## src/rtl/vec_mem_sequencer_pkg.sv

```systemverilog
`default_nettype none
// ============================================================================
//  Module   : vec_mem_sequencer_pkg
//  Purpose  : Shared constants for the vector LW/SW element sequencer:
//             FSM state encodings, default unit word stride and the default
//             maximum vector length.
//  Ports    : none (package)
//  Revision : 1.0  initial release
// ============================================================================
package vec_mem_sequencer_pkg;

  // Sequencer FSM encodings
  localparam logic [1:0] c_ST_IDLE   = 2'd0;
  localparam logic [1:0] c_ST_ACCESS = 2'd1;
  localparam logic [1:0] c_ST_DONE   = 2'd2;

  // Byte stride between consecutive elements of a unit-stride word access
  localparam int c_WORD_STRIDE = 4;

  // One element per vector lane; the execute stage and the vector register
  // file size themselves from the same value.
  localparam int c_MAX_VLEN = 8;

endpackage : vec_mem_sequencer_pkg
`default_nettype wire

```

## src/rtl/vec_mem_sequencer.sv

```systemverilog
`default_nettype none
// ============================================================================
//  Module   : vec_mem_sequencer
//  Purpose  : Sequences the elements of a vector LW/SW. One memory word access
//             is issued per element; the element counter cnt feeds the execute
//             stage and stall holds fetch/decode until the op retires.
//  Config   : VEC_MEM_STRIDE_EN - when defined, adds input `stride` (bytes,
//             captured with start). Otherwise elements are 4 bytes apart.
//  Ports    : clk, rst (async, active-high)
//             start, is_store, base_addr, rd_addr, vlen  - issue from decode
//             [stride]                                   - optional stride
//             mem_ready                                  - access completed
//             cnt, stall                                 - to execute / front end
//             mem_req, mem_we, mem_addr                  - data-memory port
//             vreg_addr                                  - element register index
//             done                                       - one-cycle retire pulse
//  Revision : 1.0  initial release
// ============================================================================
module vec_mem_sequencer
  import vec_mem_sequencer_pkg::*;
#(
  parameter int MAX_VLEN = c_MAX_VLEN,
  parameter int ADDR_W   = 16,
  parameter int CNT_W    = 5
) (
  input  logic              clk,
  input  logic              rst,
  input  logic              start,
  input  logic              is_store,
  input  logic [31:0]       base_addr,
  input  logic [4:0]        rd_addr,
  input  logic [31:0]       vlen,
`ifdef VEC_MEM_STRIDE_EN
  input  logic [ADDR_W-1:0] stride,
`endif
  input  logic              mem_ready,
  output logic [CNT_W-1:0]  cnt,
  output logic              stall,
  output logic              mem_req,
  output logic              mem_we,
  output logic [ADDR_W-1:0] mem_addr,
  output logic [4:0]        vreg_addr,
  output logic              done
);

  localparam logic [31:0]      c_MAX_VLEN_32 = 32'(MAX_VLEN);
  localparam logic [CNT_W-1:0] c_MAX_VLEN_CW = CNT_W'(MAX_VLEN);

  // Element count actually executed: zero stays zero, oversize requests are
  // clamped to the number of lanes (unsigned compare on the full 32 bits).
  function automatic logic [CNT_W-1:0] clamp_vlen(input logic [31:0] v);
    if (v == 32'd0)
      return '0;
    else if (v > c_MAX_VLEN_32)
      return c_MAX_VLEN_CW;
    else
      return v[CNT_W-1:0];
  endfunction

  logic [1:0]        r_state;
  logic [CNT_W-1:0]  r_cnt;
  logic [CNT_W-1:0]  r_n;
  logic [4:0]        r_rd;
  logic              r_we;
  logic              r_stall;
  logic              r_mem_req;
  logic [ADDR_W-1:0] r_mem_addr;
  logic              r_done;
  logic [ADDR_W-1:0] w_stride;
  logic [CNT_W-1:0]  w_n;

  assign w_n = clamp_vlen(vlen);

  // Only the low ADDR_W bits of the byte address reach the memory port.
  logic w_unused_base;
  assign w_unused_base = &{1'b0, base_addr[31:ADDR_W]};

`ifdef VEC_MEM_STRIDE_EN
  logic [ADDR_W-1:0] r_stride;

  always_ff @(posedge clk or posedge rst) begin
    if (rst)
      r_stride <= '0;
    else if (r_state == c_ST_IDLE && start)
      r_stride <= stride;
  end

  assign w_stride = r_stride;
`else
  assign w_stride = ADDR_W'(c_WORD_STRIDE);
`endif

  always_ff @(posedge clk or posedge rst) begin
    if (rst) begin
      r_state    <= c_ST_IDLE;
      r_cnt      <= '0;
      r_n        <= '0;
      r_rd       <= '0;
      r_we       <= 1'b0;
      r_stall    <= 1'b0;
      r_mem_req  <= 1'b0;
      r_mem_addr <= '0;
      r_done     <= 1'b0;
    end else begin
      case (r_state)
        c_ST_IDLE: begin
          // mem_ready is meaningless here; only start is looked at.
          if (start) begin
            r_we       <= is_store;
            r_rd       <= rd_addr;
            r_n        <= w_n;
            r_mem_addr <= base_addr[ADDR_W-1:0];
            r_stall    <= 1'b1;
            if (w_n != '0) begin
              r_state   <= c_ST_ACCESS;
              r_cnt     <= CNT_W'(1);
              r_mem_req <= 1'b1;
            end else begin
              // Empty vector: retire straight away without touching memory.
              r_state <= c_ST_DONE;
              r_done  <= 1'b1;
            end
          end
        end

        c_ST_ACCESS: begin
          // Address/count hold until the memory completes the element.
          if (mem_ready) begin
            if (r_cnt == r_n) begin
              r_state   <= c_ST_DONE;
              r_cnt     <= '0;
              r_mem_req <= 1'b0;
              r_done    <= 1'b1;
            end else begin
              r_cnt      <= r_cnt + CNT_W'(1);
              r_mem_addr <= r_mem_addr + w_stride;
            end
          end
        end

        c_ST_DONE: begin
          r_state <= c_ST_IDLE;
          r_done  <= 1'b0;
          r_stall <= 1'b0;
        end

        default: begin
          r_state   <= c_ST_IDLE;
          r_cnt     <= '0;
          r_mem_req <= 1'b0;
          r_done    <= 1'b0;
          r_stall   <= 1'b0;
        end
      endcase
    end
  end

  assign cnt      = r_cnt;
  assign stall    = r_stall;
  assign mem_req  = r_mem_req;
  assign mem_addr = r_mem_addr;
  assign done     = r_done;
  assign mem_we   = r_we & r_mem_req;
  // cnt is 1-based while active; an idle counter maps to register 0.
  assign vreg_addr = (r_cnt != '0) ? (r_rd + 5'(r_cnt) - 5'd1) : 5'd0;

endmodule : vec_mem_sequencer
`default_nettype wire

```

## config.mk

```make
export PLATFORM = sky130hd
export DESIGN_NAME = vec_mem_sequencer
export DESIGN_NICKNAME = d
export VERILOG_FILES = /design/src/rtl/vec_mem_sequencer_pkg.sv /design/src/rtl/vec_mem_sequencer.sv
export SDC_FILE = /design/constraint.sdc
export NUM_CORES = 1
export LEC_CHECK = 0
export BUFFER_PORTS_ARGS = -buffer_cell sky130_fd_sc_hd__buf_2
export CORE_AREA = 2 2 73 75
export CTS_CLUSTER_DIAMETER = 60
export DETAILED_ROUTE_END_ITERATION = 8
export DIE_AREA = 0 0 75 77
export PLACE_DENSITY = 0.87
export SLEW_MARGIN = 20
export SYNTH_ARGS = -nofsm -noshare
export SYNTH_HDL_FRONTEND = slang
export SYNTH_SLANG_ARGS = --single-unit
```

## constraint.sdc

```tcl
create_clock -name clk -period 1.9 [get_ports clk]
set_input_delay 0.095 -clock clk [delete_from_list [all_inputs] [get_ports clk]]
set_output_delay 0.095 -clock clk [all_outputs]
set_load 0.01 [all_outputs]
```

# == Word-level counts from Yosys, hierarchy flattened ==
# Cells that the tools add are included.
# classes
n_addsub,4
mul,0
div_mod_pow,0
n_lt_le_gt_ge,1
n_eq_ne,9
n_shift,0
muxes,29
n_bitwise,3
reduce_logical,12
# op_table
cell,count
2-to-1 mux 16 bit,3
2-to-1 mux 5 bit,7
greater-than comparator 32 x 4 -> 1 bit (second input constant),1
zero test 32 bit,1
one-hot mux 16 bit (2 select lines),1
adder 16 x 3 -> 16 bit (second input constant),1
one-hot mux 5 bit (3 select lines),1
!= test 2 bit (second input constant),6
AND reduction 4 bit,3
nonzero test 5 bit,2
2-to-1 mux 1 bit,9
2-to-1 mux 2 bit,4
adder 5 x 1 -> 5 bit (second input constant),1
adder 5 bit,1
equality test 5 bit,1
AND reduction 5 bit,1
subtractor 5 x 1 -> 5 bit (second input constant),1
one-hot mux 1 bit (2 select lines),2
one-hot mux 2 bit (2 select lines),1
AND reduction 2 bit,2
one-hot mux 1 bit (3 select lines),1
AND reduction 3 bit,1
equality test 2 x 1 -> 1 bit (second input constant),1
equality test 2 bit (second input constant),1
4 further kinds,5
# totals
regBits,37
latchBits,0
ram_bits,0
mem_bits_ro,0
input_bits,74
out_inout_bits,30
wordCells,67
memories,0

# == Logic depth before layout (Yosys ltp) ==
# Gate-level depths: netlist (run 1).
# logic_depth
word_depth,7
depth_mapped,8
depth_no_buf,8

# == Least setup slack after synthesis (run 1) ==
# OpenSTA, ideal clock, no wires.
# synth_timing
path_type,register to output
start,register r_cnt[2] (netlist: cnt[2])
end,output port vreg_addr[4]
t_arrival_ps,1727
t_required_ps,1805
slack_ps,78
path_stages_with_launch,9
n_path_buf,0
path_cell_list,dfrtp_1 -> inv_1 -> ha_1 -> inv_1 -> ha_1 -> a21o_1 -> a21oi_1 -> xnor2_1 -> nor2_1
# synth_via
elab_chain_cells,3
elab_cells_between_ends,4
cone_classes,add/sub: 2; mux: 1; reduce/logical: 1
# synth_rtl
element,line_no,text
start: declaration,vec_mem_sequencer.sv:61,logic [CNT_W-1:0] r_cnt;
start signal: assignment,vec_mem_sequencer.sv:135,r_cnt <= r_cnt + CNT_W'(1);
adder 5 bit,vec_mem_sequencer.sv:165,assign vreg_addr = (r_cnt != '0) ? (r_rd + 5'(r_cnt) - 5'd1) : 5'd0;
subtractor 5 x 1 -> 5 bit,vec_mem_sequencer.sv:165,
2-to-1 mux 5 bit *,vec_mem_sequencer.sv:165,
end: declaration,vec_mem_sequencer.sv:42,"output logic [4:0] vreg_addr,"
# Every way passes the cells marked *; elsewhere a longest branch is shown, timed or not.

# == Final worst setup path (run 1) ==
# layout_timing
start,register r_cnt[1] (netlist: cnt[1])
end,output port vreg_addr[2]
# The elaborated chain is that of the path after synthesis.

==> run metrics, run 1 <==
Slowest cell on crit path=fa_1; smallest hold slack=3.85 ps; setup violators final=3; first-pass GRT wire length=slightly below 10 mm; die width=75 um; cells along the critical path=inv_2 > ha_4 > inv_2 > ha_4 > fa_1 > nor2b_1 > buf_2; H-tree levels=2; Worst VDD drop=0.000758 V; Final period util=1.04; crit start category=flip-flop; post-layout min period=between 1500 and 2000 ps; Leakage=0.00147 uW; RSZ-0062 raised after global routing=yes; maxcap violations=0; failing checks=setup timing; Wirelength per Cell=roughly 15 um; footprint of the multi-input gates=1280 um2; Synth Flop Type=dfrtp_1; initial antenna violation count=0; Clock Skew=4.32 ps; cell taking the most area after synthesis=dfrtp_1; via-per-instance ratio=5.44; Cells after Synth=250; Storage cell area=926 um2; Crit path largest cell delay=between 400 and 500 ps; synth top area cells=dfrtp_1 (41%), ha_1 (5.6%), nand2_1 (5.5%); syn avg cell area=8.96 um2; Worst path depth=7; Data required, critical path=between 1500 and 2000 ps; grt ovf=0; fraction of the mapped netlist area in adder cells=0.0648; # clock sinks=37; Antenna Nets Post-Route=0; sequential area share after synthesis=0.413; CP top delay family=adder cells; WP buf/inv=3; Skew-Pair Late Insertion Delay=290 ps; largest family of logic cells by synthesized area=simple AND/OR/NAND/NOR gates; drc violations=0; Worst Path Max Fanout=2; Hold Path Class=input pin to flip-flop; Root Buffer=clkbuf_8; Worst-path clk slew=70 ps; crit path kind=flip-flop to output port; routability cong.=0.870; TritonCTS clock tree=done; worst-case reg-to-reg path depth=7; final hold vios=0; initial drt markers=181; maximum clock frequency=about 500 MHz; first-pass detailed-route iteration total=4; Setup crit end kind=output port; Fillers=412; die area=5780 um2; row count=26; Starting Density=0.450; Synth Area in XOR/XNOR=0.0352; Mapped Area=2240 um2; NumNets Final=439; crit path DAT=1890 ps; Rel. slew slack=0.685; Post-DP HPWL=between 4 and 5 mm; input/output buffers=87; total core area=4980 um2; synth warn=0; Die H=77 um; largest net degree at the start of global routing=38; multiplexer share of the synthesized area=0.0179; total number of vias=about 2300; Yosys cell types=51; synthesis-to-finish area growth=34.8%; simple-gate share of the synthesized area=0.210; Power Total=5440 uW; reg-to-reg setup timing slack=70 ps; vias in the first global route=2189; setup ws final=-81.5 ps; final wirelength=6.27 mm; PwrDens=1800 nW/um2; Synth top area share=0.413; Slew @ Worst Pin=approximately 470 ps; CTS Buf Count=5; I/O pin count=104; clock buffer depth=2; max-slew violations=0; gr usage total=0.221; Placed Area=2800 um2; share of cells above drive strength 1=0.381; compound-cell area share of the yosys netlist=0.210; Hold Path Depth=3; status=finished, violations left; post-synthesis async set-or-reset flop share=1.00; Layout Cell Area excl Fill=3020 um2; Post-synth EDFFs=0; antenna cells=0; Mapped Nets=~340; Synth Register Bits=37
-- flip-flops by register name, indices dropped and copies added, names as in the netlist, 2 cells and up --
signal,flops
mem_addr,16
r_state,2
r_n,5
r_rd,5
cnt,5
-- metal layers --
metal,global-route usage,part of all wire
met3,0.0342,0.054
met1,0.267,0.39
met4,0.0821,0.023
met5,0,0
met2,0.386,0.53
-- final timing paths --
| path | startpoint | end |
|---|---|---|
| setup / recovery | cnt[1]$_DFFE_PP0P_ | vreg_addr[2] |
| hold / removal | is_store | r_we$_DFFE_PP0P_ |
| min in group asynchronous | rst | stall$_DFFE_PP0P_ |
| max in group asynchronous | rst | r_state[0]$_DFFE_PP0P_ |
| setup reg to reg | cnt[0]$_DFFE_PP0P_ | mem_addr[13]$_DFFE_PP0P_ |
| hold reg to reg | mem_addr[0]$_DFFE_PP0P_ | mem_addr[0]$_DFFE_PP0P_ |
-- through the flow --
stage	cells	worst slack, ps	setup TNS [ps]	utilization
2_1_floorplan	250	77.7	0	-
3_3_place_gp	410	104	0	0.562
3_5_place_dp	410	52.9	0	0.562
4_1_cts	421	-72.6	-195	0.598
5_1_grt	424	-157	-536	0.607
6_report	424	-81.5	-215	0.607
-- worst min-delay path: stages --
cell	delay [ps]
buf_2	80
nand2_1	40
nand2_1	50
-- cell type report --
class	instances	share of cell area
clock buffer	7	0.0286
inverter	18	0.0232
multi-input combinational	188	0.425
sequential	37	0.307
tap	70	0.0290
timing repair buffer	104	0.188
-- logic make-up (layout without fill, tap and decap cells) --
kind of cell,after synthesis,count (layout)
multiplexers,4,4
adder cells (fa/ha/maj),11,11
flip-flops,37,37
XOR/XNOR,9,9
buffers and inverters,25,129
AND/OR/NAND/NOR,90,90
AO/OA/AOI/OAI,74,74
-- synth_stat cells, drive strengths merged (5+ instances only) --
| library cell | instances |
|---|---|
| nand3 | 10 |
| o22ai | 9 |
| o21ai | 20 |
| nor2b | 5 |
| ha | 10 |
| nor4 | 6 |
| a21oi | 24 |
| xor2 | 6 |
| nor2 | 11 |
| dfrtp | 37 |
| nand2 | 33 |
| inv | 18 |
| a22o | 5 |
-- placed cells by master, fill, tap and decap left out, types with 5 or more instances in the layout --
| cell | synthesis | layout |
|---|---|---|
| a21oi_1 | 24 | 22 |
| a22o_1 | 5 | 5 |
| buf_2 | 1 | 87 |
| buf_4 | 1 | 15 |
| clkbuf_8 | 0 | 6 |
| dfrtp_1 | 37 | 37 |
| ha_1 | 10 | 5 |
| ha_4 | 0 | 5 |
| inv_1 | 18 | 11 |
| inv_2 | 0 | 6 |
| nand2_1 | 33 | 33 |
| nand3_1 | 10 | 10 |
| nor2_1 | 11 | 11 |
| nor4_1 | 6 | 6 |
| o21ai_0 | 20 | 20 |
| o22ai_1 | 9 | 9 |
| xor2_1 | 6 | 6 |
-- where the power goes --
| group | leakage, uW | switching [uW] | internal, uW |
|---|---|---|---|
| Combinational | 0.000980 | 1930 | 1540 |
| Clock | 0.0000443 | 269 | 288 |
| Sequential | 0.000445 | 305 | 1120 |
-- what timing repair did --
action	in CTS	in global routing
endpoints found under the setup margin	3	6
pin swaps	6	4
gates cloned	0	0
endpoints found under the hold margin	38	0
buffers inserted	2	3
resized for setup	12	5
hold buffers	2	0
(Power assumes the default switching activity.)
==> run 2, diff against run 1 <==
==> constraint.sdc (replaced) <==
create_clock -name clk -period 1.9 [get_ports clk]
set_input_delay 0.19 -clock clk [delete_from_list [all_inputs] [get_ports clk]]
set_output_delay 0.19 -clock clk [all_outputs]
set_load 0.01 [all_outputs]
==> run 2 against run 1 <==
  * The flow finishes with violations (hold timing, setup timing)
  * Worst hold slack lost 4.0 ps
  * Maximum frequency shrank 6.5%
  * Cell area is essentially flat
  * First-iteration DRC count shrank 7.7%
  * Critical path type unchanged
  * Largest cell class unchanged
==> run metrics, run 2 (synthesized netlist as in run 1, its figures left out) <==
die width=75 um (unchanged); Slew @ Worst Pin=476 ps (was 472 ps); Worst VDD drop=0.000666 V (was 0.000758 V); commonest non-fill, non-tap cell in the layout=buf_2 (unchanged); total number of vias=2298 (was 2305); largest net degree at the start of global routing=38 (unchanged); vias in the first global route=2187 (was 2189); Largest register FFs=16 (unchanged); drc violations=0 (unchanged); via-per-instance ratio=5.43 (was 5.44); Wirelength per Cell=14.1 um (was 14.8 um); setup ws final=-219 ps (was -81.5 ps); failing checks=hold timing, setup timing (was setup timing); first-pass detailed-route iteration total=4 (unchanged); NumNets Final=437 (was 439); Setup crit end=vreg_addr[2] (unchanged); Total Neg Setup Slack=-556 ps (was -215 ps); setup violators final=3 (unchanged); CTS Buf Count=5 (unchanged); I/O pin count=104 (unchanged); die area=5780 um2 (unchanged); sw power=2490 uW (was 2500 uW); final hold vios=1 (was 0); reg-to-reg critical path startpoint=cnt[2]$_DFFE_PP0P_ (was cnt[0]$_DFFE_PP0P_); Post-DP HPWL=4.36 mm (was 4.41 mm); Clock Skew=6.97 ps (was 4.32 ps); clock network power share=0.111 (was 0.102); Worst Path Max Fanout=2 (unchanged); Final period util=1.12 (was 1.04); synthesis-to-finish area growth=34.8% (about the same); Leakage=0.00148 uW (was 0.00147 uW); leading cell types in the layout, fill and taps excluded=buf_2 (87), dfrtp_1 (36), nand2_1 (33), a21oi_1 (22), o21ai_0 (20) (was buf_2 (87), dfrtp_1 (37), nand2_1 (33), a21oi_1 (22), o21ai_0 (20)); Setup Slack @ Placement=-50.6 ps (was 52.9 ps); post-layout min period=2120 ps (was 1980 ps); max-slew violations=0 (unchanged); worst-case reg-to-reg path depth=7 (unchanged); sequential share of power=0.257 (was 0.261); Worst R2R End=cnt[2]$_DFFE_PP0P_ (was mem_addr[13]$_DFFE_PP0P_); Setup crit end kind=output port (unchanged); Rel. slew slack=0.682 (was 0.685); maximum clock frequency=472 MHz (was 505 MHz); Finished Core Util=0.607 (about the same); TritonCTS clock tree=done (unchanged); Internal Pwr Total=2990 uW (was 2940 uW); # clock sinks=37 (unchanged); Net Sw Frac=0.454 (was 0.460); final wirelength=5.97 mm (was 6.27 mm); status=finished, violations left (unchanged); first-pass GRT wire length=9.78 mm (was 9.86 mm); Worst-path clk slew=80 ps (was 70 ps); reg-to-reg setup timing slack=100 ps (was 70 ps); Comb pwr share=0.632 (was 0.636); routability cong.=0.885 (was 0.870); H-tree levels=2 (unchanged); Storage cell area=927 um2 (was 926 um2); footprint of the multi-input gates=1290 um2 (was 1280 um2); grt ovf=0 (unchanged); Starting Density=0.450 (unchanged); share of cells above drive strength 1=0.391 (was 0.381); Data required, critical path=1710 ps (was 1800 ps); crit start category=flip-flop (unchanged); initial antenna violation count=0 (unchanged); PwrDens=1810 nW/um2 (was 1800 nW/um2); RSZ-0062 raised after global routing=yes (unchanged); smallest hold slack=-0.161 ps (was 3.85 ps); Antenna Nets Post-Route=0 (unchanged); initial drt markers=167 (was 181); Hold Path Class=input pin to async pin (was input pin to flip-flop); Die H=77 um (unchanged); clock buffer depth=2 (unchanged); total core area=4980 um2 (unchanged); Fillers=420 (was 412); antenna cells=0 (unchanged); Skew-Pair Late Insertion Delay=290 ps (about the same); crit path kind=flip-flop to output port (unchanged); row count=26 (unchanged); crit path DAT=1930 ps (was 1890 ps); gr usage total=0.218 (was 0.221); Worst setup startpoint=cnt[1]$_DFFE_PP0P_ (unchanged); maxcap violations=0 (unchanged); input/output buffers=87 (unchanged); Root Buffer=clkbuf_8 (unchanged)
-- run 2: what timing repair did --
action / in CTS / in global routing
setup endpoints to repair: 4 / 20
hold buffers: 0 / 0
resized for setup: 12 / 5
buffers inserted: 0 / 1
pin swaps: 5 / 3
hold endpoints to repair: 0 / 0
-- run 2: stage by stage --
stage                     instance area [um2]  std cells  hold WS, ps  total power, uW
after CTS                                2990        422         17.8             5390
final                                    3020        423       -0.161             5480
after detailed placement                 2830        414          329             4530
after floorplan                          2240        250          295             3460
after global routing                     3020        423         36.2             5940
after global placement                   2830        414          329             4400
-- run 2: worst max-delay path: stages, from the launching register on --
cell,delay (ps)
dfrtp_1,370
inv_2,60
ha_4,250
inv_2,40
ha_4,150
fa_2,510
nor2b_1,110
buf_2,130
-- run 2: worst min-delay path by stage --
stage          slack (ps)         start                       end  cells past startpoint
6_report             -0.2           rst       mem_req$_DFFE_PP0P_                      3
3_3_place_gp          330           rst  mem_addr[15]$_DFFE_PP0P_                      3
5_1_grt                40           rst       mem_req$_DFFE_PP0P_                      3
3_5_place_dp          330           rst       mem_req$_DFFE_PP0P_                      3
4_1_cts                20           rst          r_we$_DFFE_PP0P_                      3
2_1_floorplan         300  base_addr[0]   mem_addr[0]$_DFFE_PP0P_                      2
-- run 2: per-layer routing --
| layer | GRT usage | vias up | wire length (um) |
|---|---|---|---|
| li1 | - | 1108 | - |
| met1 | 0.274 | 1094 | 2410 |
| met2 | 0.365 | 84 | 3150 |
| met3 | 0.0407 | 12 | 291 |
| met4 | 0.0804 | 0 | 121 |
| met5 | 0 | - | 0 |
-- run 2: area by class of cell --
class | count | share of cell area
tap | 70 | 0.0290
clock buffer | 7 | 0.0319
timing repair buffer | 102 | 0.183
sequential | 37 | 0.307
inverter | 18 | 0.0224
multi-input combinational | 188 | 0.426
clock inverter | 1 | 0.00166
-- run 2: power groups by stage --
stage               combinational (uW)  sequential [uW]  clock (uW)
CTS                               3360             1400         621
detailed placement                3120             1410           0
finish                            3460             1410         608
global route                      3830             1460         655
global placement                  3010             1390           0
floorplan                         1960             1490           0
==> run 3, diff against run 2 <==
--- a/config.mk
+++ b/config.mk
@@ -6,11 +6,13 @@
 export NUM_CORES = 1
 export LEC_CHECK = 0
 export BUFFER_PORTS_ARGS = -buffer_cell sky130_fd_sc_hd__buf_2
-export CORE_AREA = 2 2 73 75
+export CELL_PAD_IN_SITES_DETAIL_PLACEMENT = 1
+export CELL_PAD_IN_SITES_GLOBAL_PLACEMENT = 1
+export CORE_AREA = 2 2 86 88
 export CTS_CLUSTER_DIAMETER = 60
 export DETAILED_ROUTE_END_ITERATION = 8
-export DIE_AREA = 0 0 75 77
-export PLACE_DENSITY = 0.87
+export DIE_AREA = 0 0 88 90
+export PLACE_DENSITY = 0.86
 export SLEW_MARGIN = 20
 export SYNTH_ARGS = -nofsm -noshare
 export SYNTH_HDL_FRONTEND = slang
==> run 3 against run 2 <==
  * The run ends with setup timing left
  * Sequential power hardly changed
  * Clock skew shrank 1.3 ps
  * Register-to-register slack worse by 20 ps
  * Critical path depth stayed put
  * Non-clock buffer count is 10 higher
  * Global-route usage shrank 3.4 points
  * Die area up 37%
  * Power increased by 4.7%
  * First-iteration DRC count is 40% lower
  * Maximum frequency is 0.54% lower
  * Final cell count grew 9.0%
  * Combinational power up 8.1%
==> run metrics, run 3 (synthesized netlist as in run 1, its figures left out) <==
die area=7920 um2 (was 5780 um2); input/output buffers=87 (unchanged); Hold Path Class=input pin to async pin (unchanged); met2 WL post-DR=3.91 mm (was 3.15 mm); Leakage=0.00152 uW (was 0.00148 uW); commonest non-fill, non-tap cell in the layout=buf_2 (unchanged); crit path kind=flip-flop to output port (unchanged); max-slew violations=0 (unchanged); post-layout min period=2130 ps (was 2120 ps); Clock Skew=5.70 ps (was 6.97 ps); leading cell types in the layout, fill and taps excluded=buf_2 (88), dfrtp_1 (36), nand2_1 (33), a21oi_1 (22), buf_4 (21) (was buf_2 (87), dfrtp_1 (36), nand2_1 (33), a21oi_1 (22), o21ai_0 (20)); Slew @ Worst Pin=495 ps (was 476 ps); grt ovf=0 (unchanged); share of cells above drive strength 1=0.414 (was 0.391); final hold vios=0 (was 1); Wirelength per Cell=15.9 um (was 14.1 um); failing checks=setup timing (was hold timing, setup timing); Final period util=1.12 (about the same); footprint of the multi-input gates=1290 um2 (about the same); Die H=90 um (was 77 um); final wirelength=7.35 mm (was 5.97 mm); total core area=7020 um2 (was 4980 um2); uppermost metal layer occupied by signal nets=met4 (unchanged); Met1 Wirelength=3.08 mm (was 2.41 mm); Storage cell area=927 um2 (unchanged); crit start category=flip-flop (unchanged); drc violations=0 (unchanged); total number of vias=2372 (was 2298); Post-DP HPWL=5.44 mm (was 4.36 mm); first-pass GRT wire length=11.8 mm (was 9.78 mm); setup ws final=-231 ps (was -219 ps); Rel. slew slack=0.670 (was 0.682); status=finished, violations left (unchanged); Skew-Pair Late Insertion Delay=290 ps (about the same); I/O pin count=104 (unchanged); largest net degree at the start of global routing=38 (unchanged); TritonCTS clock tree=done (unchanged); Post-CTS Hold Buffers=0 (unchanged); via-per-instance ratio=5.15 (was 5.43); Worst Path Max Fanout=2 (unchanged); synthesis-to-finish area growth=39.9% (was 34.8%); initial antenna violation count=0 (unchanged); crit path DAT=1940 ps (was 1930 ps); CTS Buf Count=5 (unchanged); antenna cells=0 (unchanged); Root Buffer=clkbuf_8 (unchanged); setup violators final=5 (was 3); NumNets Final=447 (was 437); RSZ-0062 raised after global routing=yes (unchanged); clock buffer depth=2 (unchanged); Data required, critical path=1710 ps (about the same); Worst-path clk slew=80 ps (about the same); H-tree levels=2 (unchanged); Worst VDD drop=0.000478 V (was 0.000666 V); Starting Density=0.319 (was 0.450); first-pass detailed-route iteration total=4 (unchanged); row count=31 (was 26); met3 WL=273 um (was 291 um); PwrDens=1830 nW/um2 (was 1810 nW/um2); smallest hold slack=10.1 ps (was -0.161 ps); Setup crit end kind=output port (unchanged); vias in the first global route=2469 (was 2187); initial drt markers=100 (was 167); Fillers=866 (was 420); die width=88 um (was 75 um); maxcap violations=0 (unchanged); Antenna Nets Post-Route=0 (unchanged); gr usage total=0.184 (was 0.218); # clock sinks=37 (unchanged); Largest register FFs=16 (unchanged); maximum clock frequency=469 MHz (was 472 MHz); Total Neg Setup Slack=-716 ps (was -556 ps); routability cong.=0.845 (was 0.885)
run 3: cell types whose count changed in the layout (fill, tap and decap cells not counted), sizes merged:
cell | before | now
buf | 102 | 112
clkinv | 1 | 0
run 3: per-stage QoR:
stage | std cells | area [um2] | power [uW] | setup slack (ps) | util
after global routing | 461 | 3130 | 6240 | -291 | 0.446
final | 461 | 3130 | 5740 | -231 | 0.446
after global placement | 446 | 2890 | 4520 | -4.12 | 0.412
after floorplan | 250 | 2240 | 3460 | 0.416 | -
after CTS | 458 | 3070 | 5560 | -218 | 0.437
after detailed placement | 446 | 2890 | 4730 | -24.1 | 0.412
run 3: worst paths after layout:
check / startpoint / end / slack [ps] / depth (start not counted)
worst min register to register: mem_addr[0]$_DFFE_PP0P_ / mem_addr[0]$_DFFE_PP0P_ / 490 / 2
worst min-delay path: rst / mem_addr[10]$_DFFE_PP0P_ / 10 / 3
max in group asynchronous: rst / cnt[2]$_DFFE_PP0P_ / 1520 / 3
worst max register to register: cnt[1]$_DFFE_PP0P_ / mem_addr[5]$_DFFE_PP0P_ / 80 / 7
worst max-delay path: cnt[2]$_DFFE_PP0P_ / vreg_addr[2] / -230 / 7
min in group clk: base_addr[1] / mem_addr[1]$_DFFE_PP0P_ / 90 / 3
run 3: per-layer routing:
metal  track usage  vias to the layer above
met5             0                        -
met4        0.0513                        0
met3        0.0285                        7
met2         0.319                       65
met1         0.232                     1176
li1              -                     1124
run 3: what timing repair did:
action	in CTS	in global routing
buffers inserted	5	3
pin swaps	4	5
gates cloned	0	1
setup endpoints to repair	5	19
gates resized for setup	14	11
run 3: worst max-delay path: stages, from the launching register on:
cell and delay, ps:
dfrtp_2 380, inv_2 60, ha_4 270, inv_4 40, buf_6 110, fa_2 550
nor2b_1 120, buf_2 130
run 3: where the power goes:
group          leakage [uW]  switching [uW]  internal, uW
logic               0.00103            2060          1680
registers          0.000444             305          1120
clock network     0.0000443             282           288
total               0.00152            2650          3090
run 3: layout make-up:
cell class              count  area share
clock buffers               7      0.0275
inverters                  18      0.0224
multi-input cells         188       0.413
flip-flops and latches     37       0.296
well taps                  99      0.0395
repair buffers            112       0.202
